$ cat config.mk
export PLATFORM = sky130hd
export DESIGN_NAME = wb_arbiter2
export DESIGN_NICKNAME = d
export VERILOG_FILES = /design/src/rtl/wb_arb_pkg.sv /design/src/rtl/wb_watchdog.sv /design/src/rtl/wb_arbiter2.sv
export SDC_FILE = /design/constraint.sdc
export NUM_CORES = 1
export LEC_CHECK = 0
export ABC_AREA = 1
export CORE_AREA = 2 2 125 127
export DETAILED_ROUTE_END_ITERATION = 6
export DIE_AREA = 0 0 127 129
export HOLD_SLACK_MARGIN = 0.03
export REMOVE_ABC_BUFFERS = 1
export SYNTH_ARGS = -nofsm -noshare
export SYNTH_HDL_FRONTEND = slang
export SYNTH_SLANG_ARGS = --single-unit
$ cat constraint.sdc
create_clock -name clk_in -period 3.2 [get_ports clk_in]
set_input_delay 0.48 -clock clk_in [delete_from_list [all_inputs] [get_ports clk_in]]
set_output_delay 0.48 -clock clk_in [all_outputs]
set_load 0.1 [all_outputs]
$ cat src/rtl/wb_arb_pkg.sv
// Shared types and defaults for the two-primary Wishbone classic arbiter.
package wb_arb_pkg;

  typedef enum logic [1:0] {
    IDLE = 2'd0,
    GNT0 = 2'd1,
    GNT1 = 2'd2
  } arb_state_t;

  typedef struct packed {
    logic        cyc;
    logic        stb;
    logic        we;
    logic [3:0]  sel;
    logic [31:0] addr;
    logic [31:0] wdata;
  } wb_req_t;

  localparam int DefaultTimeoutCycles = 16;

endpackage

$ cat src/rtl/wb_watchdog.sv
// Bus watchdog: counts stalled strobe cycles of the current owner and flags
// the cycle in which the stall limit is reached.
module wb_watchdog
  import wb_arb_pkg::*;
#(
  parameter int TimeoutCycles = DefaultTimeoutCycles
) (
  input  logic clk_in,
  input  logic reset_in,
  input  logic active,
  input  logic stb,
  input  logic ack,
  input  logic err,
  output logic tout
);

  localparam int TimerW = (TimeoutCycles > 0) ? $clog2(TimeoutCycles + 1) : 1;
  localparam logic [TimerW-1:0] Limit = TimerW'(TimeoutCycles);

  logic [TimerW-1:0] timer_q, timer_d;

  // A real response in the limit cycle takes precedence over the forced error.
  assign tout = (TimeoutCycles != 0) && (timer_q == Limit) && !ack && !err;

  // NOTE: every variable written here gets a default first, so no latch is inferred.
  always_comb begin
    timer_d = timer_q;
    if (!active || ack || err || tout) begin
      timer_d = '0;
    end else if (stb && (TimeoutCycles != 0)) begin
      timer_d = timer_q + 1'b1;
    end
  end

  // NOTE: state registers use non-blocking assignments so all flops update together.
  always_ff @(posedge clk_in or negedge reset_in) begin
    if (!reset_in) begin
      timer_q <= '0;
    end else begin
      timer_q <= timer_d;
    end
  end

endmodule

$ cat src/rtl/wb_arbiter2.sv
// Two-primary, one-secondary Wishbone classic arbiter with locked grants,
// round-robin contention and a stall watchdog.
module wb_arbiter2
  import wb_arb_pkg::*;
#(
  parameter int TimeoutCycles = DefaultTimeoutCycles
) (
  input  logic        clk_in,
  input  logic        reset_in,
  input  logic        m0_cyc,
  input  logic        m0_stb,
  input  logic        m0_we,
  input  logic [3:0]  m0_sel,
  input  logic [31:0] m0_addr,
  input  logic [31:0] m0_wdata,
  output logic        m0_ack,
  output logic        m0_err,
  output logic [31:0] m0_rdata,
  input  logic        m1_cyc,
  input  logic        m1_stb,
  input  logic        m1_we,
  input  logic [3:0]  m1_sel,
  input  logic [31:0] m1_addr,
  input  logic [31:0] m1_wdata,
  output logic        m1_ack,
  output logic        m1_err,
  output logic [31:0] m1_rdata,
  output logic        s_cyc,
  output logic        s_stb,
  output logic        s_we,
  output logic [3:0]  s_sel,
  output logic [31:0] s_addr,
  output logic [31:0] s_wdata,
  input  logic        s_ack,
  input  logic        s_err,
  input  logic [31:0] s_rdata,
  output logic [1:0]  grant_out
);

  arb_state_t state_q, state_d;
  logic       last_grant_q, last_grant_d;  // index of the primary that last owned the bus
  wb_req_t    req0, req1, s_req;
  logic       wd_active;
  logic       tout;

  assign req0 = {m0_cyc, m0_stb, m0_we, m0_sel, m0_addr, m0_wdata};
  assign req1 = {m1_cyc, m1_stb, m1_we, m1_sel, m1_addr, m1_wdata};

  // Ownership only changes once the owner drops cyc; contention favours
  // the primary that did not own the bus last.
  always_comb begin
    state_d      = state_q;
    last_grant_d = last_grant_q;
    case (state_q)
      IDLE: begin
        if (m0_cyc && m1_cyc) begin
          state_d = last_grant_q ? GNT0 : GNT1;
        end else if (m0_cyc) begin
          state_d = GNT0;
        end else if (m1_cyc) begin
          state_d = GNT1;
        end
      end
      GNT0: begin
        if (!m0_cyc) begin
          last_grant_d = 1'b0;
          state_d      = m1_cyc ? GNT1 : IDLE;
        end
      end
      GNT1: begin
        if (!m1_cyc) begin
          last_grant_d = 1'b1;
          state_d      = m0_cyc ? GNT0 : IDLE;
        end
      end
      default: state_d = IDLE;
    endcase
  end

  // The timer restarts whenever ownership changes, including a direct handover.
  assign wd_active = (state_q != IDLE) && (state_d == state_q);

  wb_watchdog #(
    .TimeoutCycles(TimeoutCycles)
  ) u_watchdog (
    .clk_in  (clk_in),
    .reset_in(reset_in),
    .active  (wd_active),
    .stb     (s_req.stb),
    .ack     (s_ack),
    .err     (s_err),
    .tout    (tout)
  );

  always_comb begin
    s_req     = '0;
    m0_ack    = 1'b0;
    m0_err    = 1'b0;
    m0_rdata  = '0;
    m1_ack    = 1'b0;
    m1_err    = 1'b0;
    m1_rdata  = '0;
    grant_out = 2'b00;
    case (state_q)
      GNT0: begin
        s_req     = req0;
        m0_ack    = s_ack;
        m0_err    = s_err | tout;
        m0_rdata  = s_rdata;
        grant_out = 2'b01;
      end
      GNT1: begin
        s_req     = req1;
        m1_ack    = s_ack;
        m1_err    = s_err | tout;
        m1_rdata  = s_rdata;
        grant_out = 2'b10;
      end
      default: ;
    endcase
  end

  // The timed-out strobe is withdrawn so a late secondary cannot complete it.
  assign s_cyc   = s_req.cyc;
  assign s_stb   = s_req.stb & ~tout;
  assign s_we    = s_req.we;
  assign s_sel   = s_req.sel;
  assign s_addr  = s_req.addr;
  assign s_wdata = s_req.wdata;

  // NOTE: the asynchronous reset returns to IDLE, which forces every output low at once.
  always_ff @(posedge clk_in or negedge reset_in) begin
    if (!reset_in) begin
      state_q      <= IDLE;
      last_grant_q <= 1'b1;
    end else begin
      state_q      <= state_d;
      last_grant_q <= last_grant_d;
    end
  end

endmodule

==> results of run 1 <==
[placed cells by master (no fill, tap or decap), drive strengths merged]
cell and instances:
clkdlybuf4s50 177, ha 8, clkbuf 4, xor2 3, a32o 1, buf 147
nand2 230, nor3 3, nand3 8, a21oi 70, nor2 10, o21ai 3
inv 87, nand4 1, dfrtp 7, dfstp 1
[flip-flops by register name, indices dropped and copies added, names as in the netlist]
name                flops
last_grant_q            1
state_q                 2
u_watchdog.timer_q      5
[per-stage QoR]
stage | hold slack (ps) | util (%) | cells | instance area [um2]
floorplan | 184 | - | 432 | 2000
global placement | 567 | 42.5 | 944 | 6370
finish | 548 | 43.0 | 948 | 6440
detailed placement | 567 | 42.5 | 944 | 6370
global route | 578 | 43.0 | 948 | 6440
CTS | 558 | 43.0 | 948 | 6440
[cells by family (layout without fill, tap and decap cells)]
logic type	count (synthesis)	after routing	share of synthesized area, %
flops	8	8	9.45
compound gates	74	74	17.6
simple gates	252	252	45.7
buf+inv	117	415	21.3
fa+ha+maj	8	8	4.70
xor+xnor	3	3	1.23
[worst max-delay path by stage]
| stage | cells after the start | slack, ps | end |
|---|---|---|---|
| after floorplan | 4 | -1540 | s_cyc |
| after global routing | 9 | 360 | s_stb |
| final | 6 | 520 | s_wdata[27] |
| after detailed placement | 6 | 790 | s_wdata[27] |
| after global placement | 6 | 810 | s_wdata[27] |
| after CTS | 6 | 510 | s_wdata[27] |
[metal layers]
layer,track usage [%],vias to the layer above,routed length (um)
met5,0,-,0
met4,5.11,0,406
met3,2.58,25,935
met2,26.9,181,6870
met1,21.1,1585,6120
li1,-,1959,-
[where the power goes]
part / switching (mW) / internal (mW)
logic: 5.10 / 2.11
registers: 0.0268 / 0.124
clock network: 0.0573 / 0.167
[worst register-to-register path, cell delays in order, from the launching register on]
cell	delay (ps)
dfrtp_1	470
inv_1	200
ha_4	360
inv_2	80
o21ai_1	230
nand4_1	170
nor2_1	140
xor2_1	150
nor2_1	60
[final cells by class]
cell class | count | area, um2
repair buffers | 324 | 4100
clock buffers | 4 | 78.8
multi-input cells | 337 | 1500
flip-flops and latches | 8 | 201
inverters | 87 | 327
fillers | 1522 | 8530
well taps | 188 | 235
==> results_dict.tcl, run 1 <==
set metrics [dict create \
    io_pins 319 \
    cts-hold-fix-buffers 0 \
    timing.critical_path.cells "inv_1 -> ha_4 -> buf_12 -> nand2_1 -> a21oi_1 -> buf_12" \
    area.growth.synth_to_final_pct 202 \
    antenna_found_initial 0 \
    setup_slack_ps 519 \
    fin_worst_skew_ps 4.15 \
    core-area_mm2 0.0150 \
    maxSlewHeadroom_pct 71.5 \
    synth_area_leaders "nand2_1 (41%), a21oi_1 (16%), inv_1 (15%)" \
    rsz0062_at_grt "no" \
    path_class "reg2out" \
    post_cts_buffers 0 \
    cts_htree_levels 1 \
    worst_r2r_endpoint "u_watchdog.timer_q[4]" \
    setup_viol 0 \
    drive_above_1_share_pct 20.8 \
    clk_latency_ps 240 \
    initialDrtViolationCount 189 \
    setup.worst_path.start "state_q[1]" \
    syn_avg_cell_area_um2 4.61 \
    overflow 0 \
    place_ws_ps 789 \
    tightestPinTransition_ps 426 \
    start_util_pct 14.2 \
    wire_per_inst_um 15.1 \
    cts-root-buf "clkbuf_16" \
    cts.sinks 8 \
    post_cts_resized 0 \
    crit_arrival_ps 2200 \
    worst_r2r_startpoint "state_q[1]" \
    layout.nets 947 \
    grt_usage_pct 16.0 \
    hold_class "in2async" \
    crit_fanout 44 \
    die-width_um 127 \
    ys_ff_latch 8 \
    ant_nets 0 \
    yosysTopAreaCell "nand2_1" \
    avgViaCountPerCell 3.96 \
    grt_max_degree 53 \
    vias 3750 \
    async_flop_share_pct 100 \
    fin_setup_tns_ps 0 \
    finalWirelength_mm 14.3 \
    ys_seq_area_share_pct 9.45 \
    cap_violations 0 \
    cts_buffer_depth 2 \
    drc 0 \
    worstRegToRegCells 8 \
    synth_cells 462 \
    critPathTopFamily "buffers and inverters" \
    grt_pass1_vias 3569 \
    synth_area_mm2 0.00213 \
    synthFlopType "dfrtp_1" \
    numCtsBuffers 3 \
    p_per_area_mw_per_mm2 1180 \
    ys_types 20 \
    die_y_um 129 \
    path_common_cell "buf_12" \
    place_hpwl_mm 11.6 \
    die_area_mm2 0.0164 \
    tritoncts "yes" \
    ir_drop_mv 0.627 \
    ys_warn_count 0 \
    final_max_slew_viol_count 0 \
    gp_congestion 0.842 \
    period_share_pct 83.8 \
    clk_pin_slew_ps 40 \
    finalHoldViolCount 0 \
    yosysMostFrequentCell "nand2_1" \
    cp-start-kind "flop" \
    yosysTopAreaCellShare_pct 40.5 \
    num_antenna_cells 0 \
    max_freq_mhz 373 \
    worstSetupEndpointType "output pin" \
    finalPower_mw 7.58 \
    r2r_slack_ps 1230 \
    rows 45 \
    synthTopCellsByCount "nand2_1 (230), inv_1 (84), a21oi_1 (70)" \
    p_leak_nw 3.06 \
    status "completed" \
    critPathMaxStageDelay_ps 470 \
    synth_edf_count 0 \
    portBuffers 318 \
    period_needed_ps 2680 \
    critPathBufInv 3 \
    grt_pass1_wl_mm 20.6 \
    dr.pass1.iters 4 \
    required_ps 2720 \
    slowest_stage "dfrtp_1" \
]
(Power assumes the default switching activity.)
==> run 2: changes to the inputs <==
- CORE_AREA: 2 2 125 127 -> 2 2 123 125
- DIE_AREA: 0 0 127 129 -> 0 0 125 127
- clock period: 3.2 -> 2.7 ns (I/O delays scaled with it)
==> results_dict.tcl, run 2 (same netlist as run 1, synthesis figures left out) <==
set metrics [dict create \
    crit_arrival_ps 2150 \
    p_leak_nw 3.21 \
    nFillCells 1372 \
    tightestPinTransition_ps 360 \
    largest_reg_flops 5 \
    cts.sinks 8 \
    crit_fanout 27 \
    status "completed" \
    finalWirelength_mm 14.1 \
    core-area_mm2 0.0144 \
    avgViaCountPerCell 4.04 \
    period_needed_ps 2550 \
    cts_htree_levels 1 \
    ir_drop_mv 0.559 \
    cap_violations 0 \
    post-route-util_pct 48.8 \
    mostFrequentLayoutCells "nand2_1 (230), clkdlybuf4s50_1 (177), buf_12 (143)" \
    gp_congestion 0.829 \
    grt_pass1_wl_mm 20.9 \
    required_ps 2300 \
    area.growth.synth_to_final_pct 230 \
    final_max_slew_viol_count 0 \
    num_antenna_cells 0 \
    grt_max_degree 57 \
    max_freq_mhz 391 \
    finalHoldViolCount 0 \
    overflow 0 \
    die_area_mm2 0.0159 \
    mostFrequentLayoutCell "nand2_1" \
    worstSetupEndpointType "output pin" \
    path_class "reg2out" \
    fin_worst_skew_ps 4.44 \
    start_util_pct 14.8 \
    fin_cells 947 \
    setup_slack_ps 145 \
    portBuffers 318 \
    finalPower_mw 9.48 \
    wire_per_inst_um 14.9 \
    whs_ps 451 \
    ant_nets 0 \
    numCtsBuffers 3 \
    rows 44 \
    cts-hold-fix-buffers 0 \
    setup_viol 0 \
    drc 0 \
    tritoncts "yes" \
    die-width_um 125 \
    cts_buffer_depth 2 \
    antenna_found_initial 1 \
    maxSlewHeadroom_pct 75.9 \
    clk_latency_ps 230 \
    dr.pass1.iters 4 \
    reg_top3 "u_watchdog.timer_q x5, state_q x2, last_grant_q x1" \
    placed_cells 942 \
    worstRegToRegCells 9 \
    hold_class "in2async" \
    place_hpwl_mm 11.6 \
    layout.nets 950 \
    period_share_pct 94.6 \
    p_per_area_mw_per_mm2 1350 \
    cts-root-buf "clkbuf_16" \
    grt_pass1_vias 3593 \
    clk_pin_slew_ps 40 \
    die_y_um 127 \
    initialDrtViolationCount 192 \
    grt_usage_pct 16.5 \
    drive_above_1_share_pct 21.2 \
    largest_register "u_watchdog.timer_q" \
    vias 3822 \
    cp-start-kind "flop" \
    rsz0062_at_grt "no" \
    place_ws_ps 193 \
    io_pins 319 \
]
==> run 2: cell types whose count changed in the layout (fill, tap and decap cells not counted) <==
| cell | change |
|---|---|
| buf_12 | +45 |
| buf_4 | -42 |
| a21oi_1 | -1 |
| a21oi_2 | +1 |
| inv_2 | -1 |
| inv_4 | +1 |
==> run 2: timing repair <==
item                                    in CTS  in global routing
buffers inserted                             0                  1
resized for setup                            1                  1
cloned                                       0                  0
endpoints found under the setup margin      47                  6
pin swaps                                    0                  1
==> run 2: routing by layer <==
metal | share of wire, % | vias to the layer above | global-route usage, % | wire (um)
met5 | 0.092 | - | 0 | 13
met4 | 1.6 | 2 | 2.81 | 233
met3 | 6.1 | 19 | 3.27 | 865
met2 | 52 | 177 | 30.9 | 7390
met1 | 40 | 1649 | 19.9 | 5640
li1 | - | 1975 | - | -
==> run 2: worst max-delay path, cell delays in order (launching register included) <==
cell     delay [ps]
dfrtp_1         470
inv_1           170
ha_1            370
inv_4           270
buf_4           310
a21oi_1         110
buf_12          180
==> run 2: worst paths after layout <==
kind,from,end,slack [ps]
max,state_q[0],s_cyc,150
max in group asynchronous,reset_in,last_grant_q,1940
min reg2reg,last_grant_q,last_grant_q,570
min,reset_in,state_q[1],450
min in group clk_in,last_grant_q,last_grant_q,570
max reg2reg,state_q[0],u_watchdog.timer_q[0],790
==> run 2: area by class of cell <==
class	count	area, um2	area share [%]
well taps	184	230	3.27
multi-input cells	337	1510	21.4
flip-flops and latches	8	201	2.86
clock buffers	4	78.8	1.12
inverters	87	329	4.68
repair buffers	327	4690	66.7
==> run 2: metrics by stage <==
step	area, um2	setup TNS, ps
floorplan	2000	-189310
global placement	6940	0
detailed placement	6940	0
CTS	7020	0
global route	7030	0
finish	7030	0
==> run 2: where the power goes <==
part	total (mW)	switching (mW)	internal [mW]	leakage (nW)
combinational	9.06	6.18	2.88	3.07
sequential	0.167	0.0200	0.147	0.106
clock	0.255	0.0584	0.197	0.0382
total	9.48	6.26	3.22	3.21
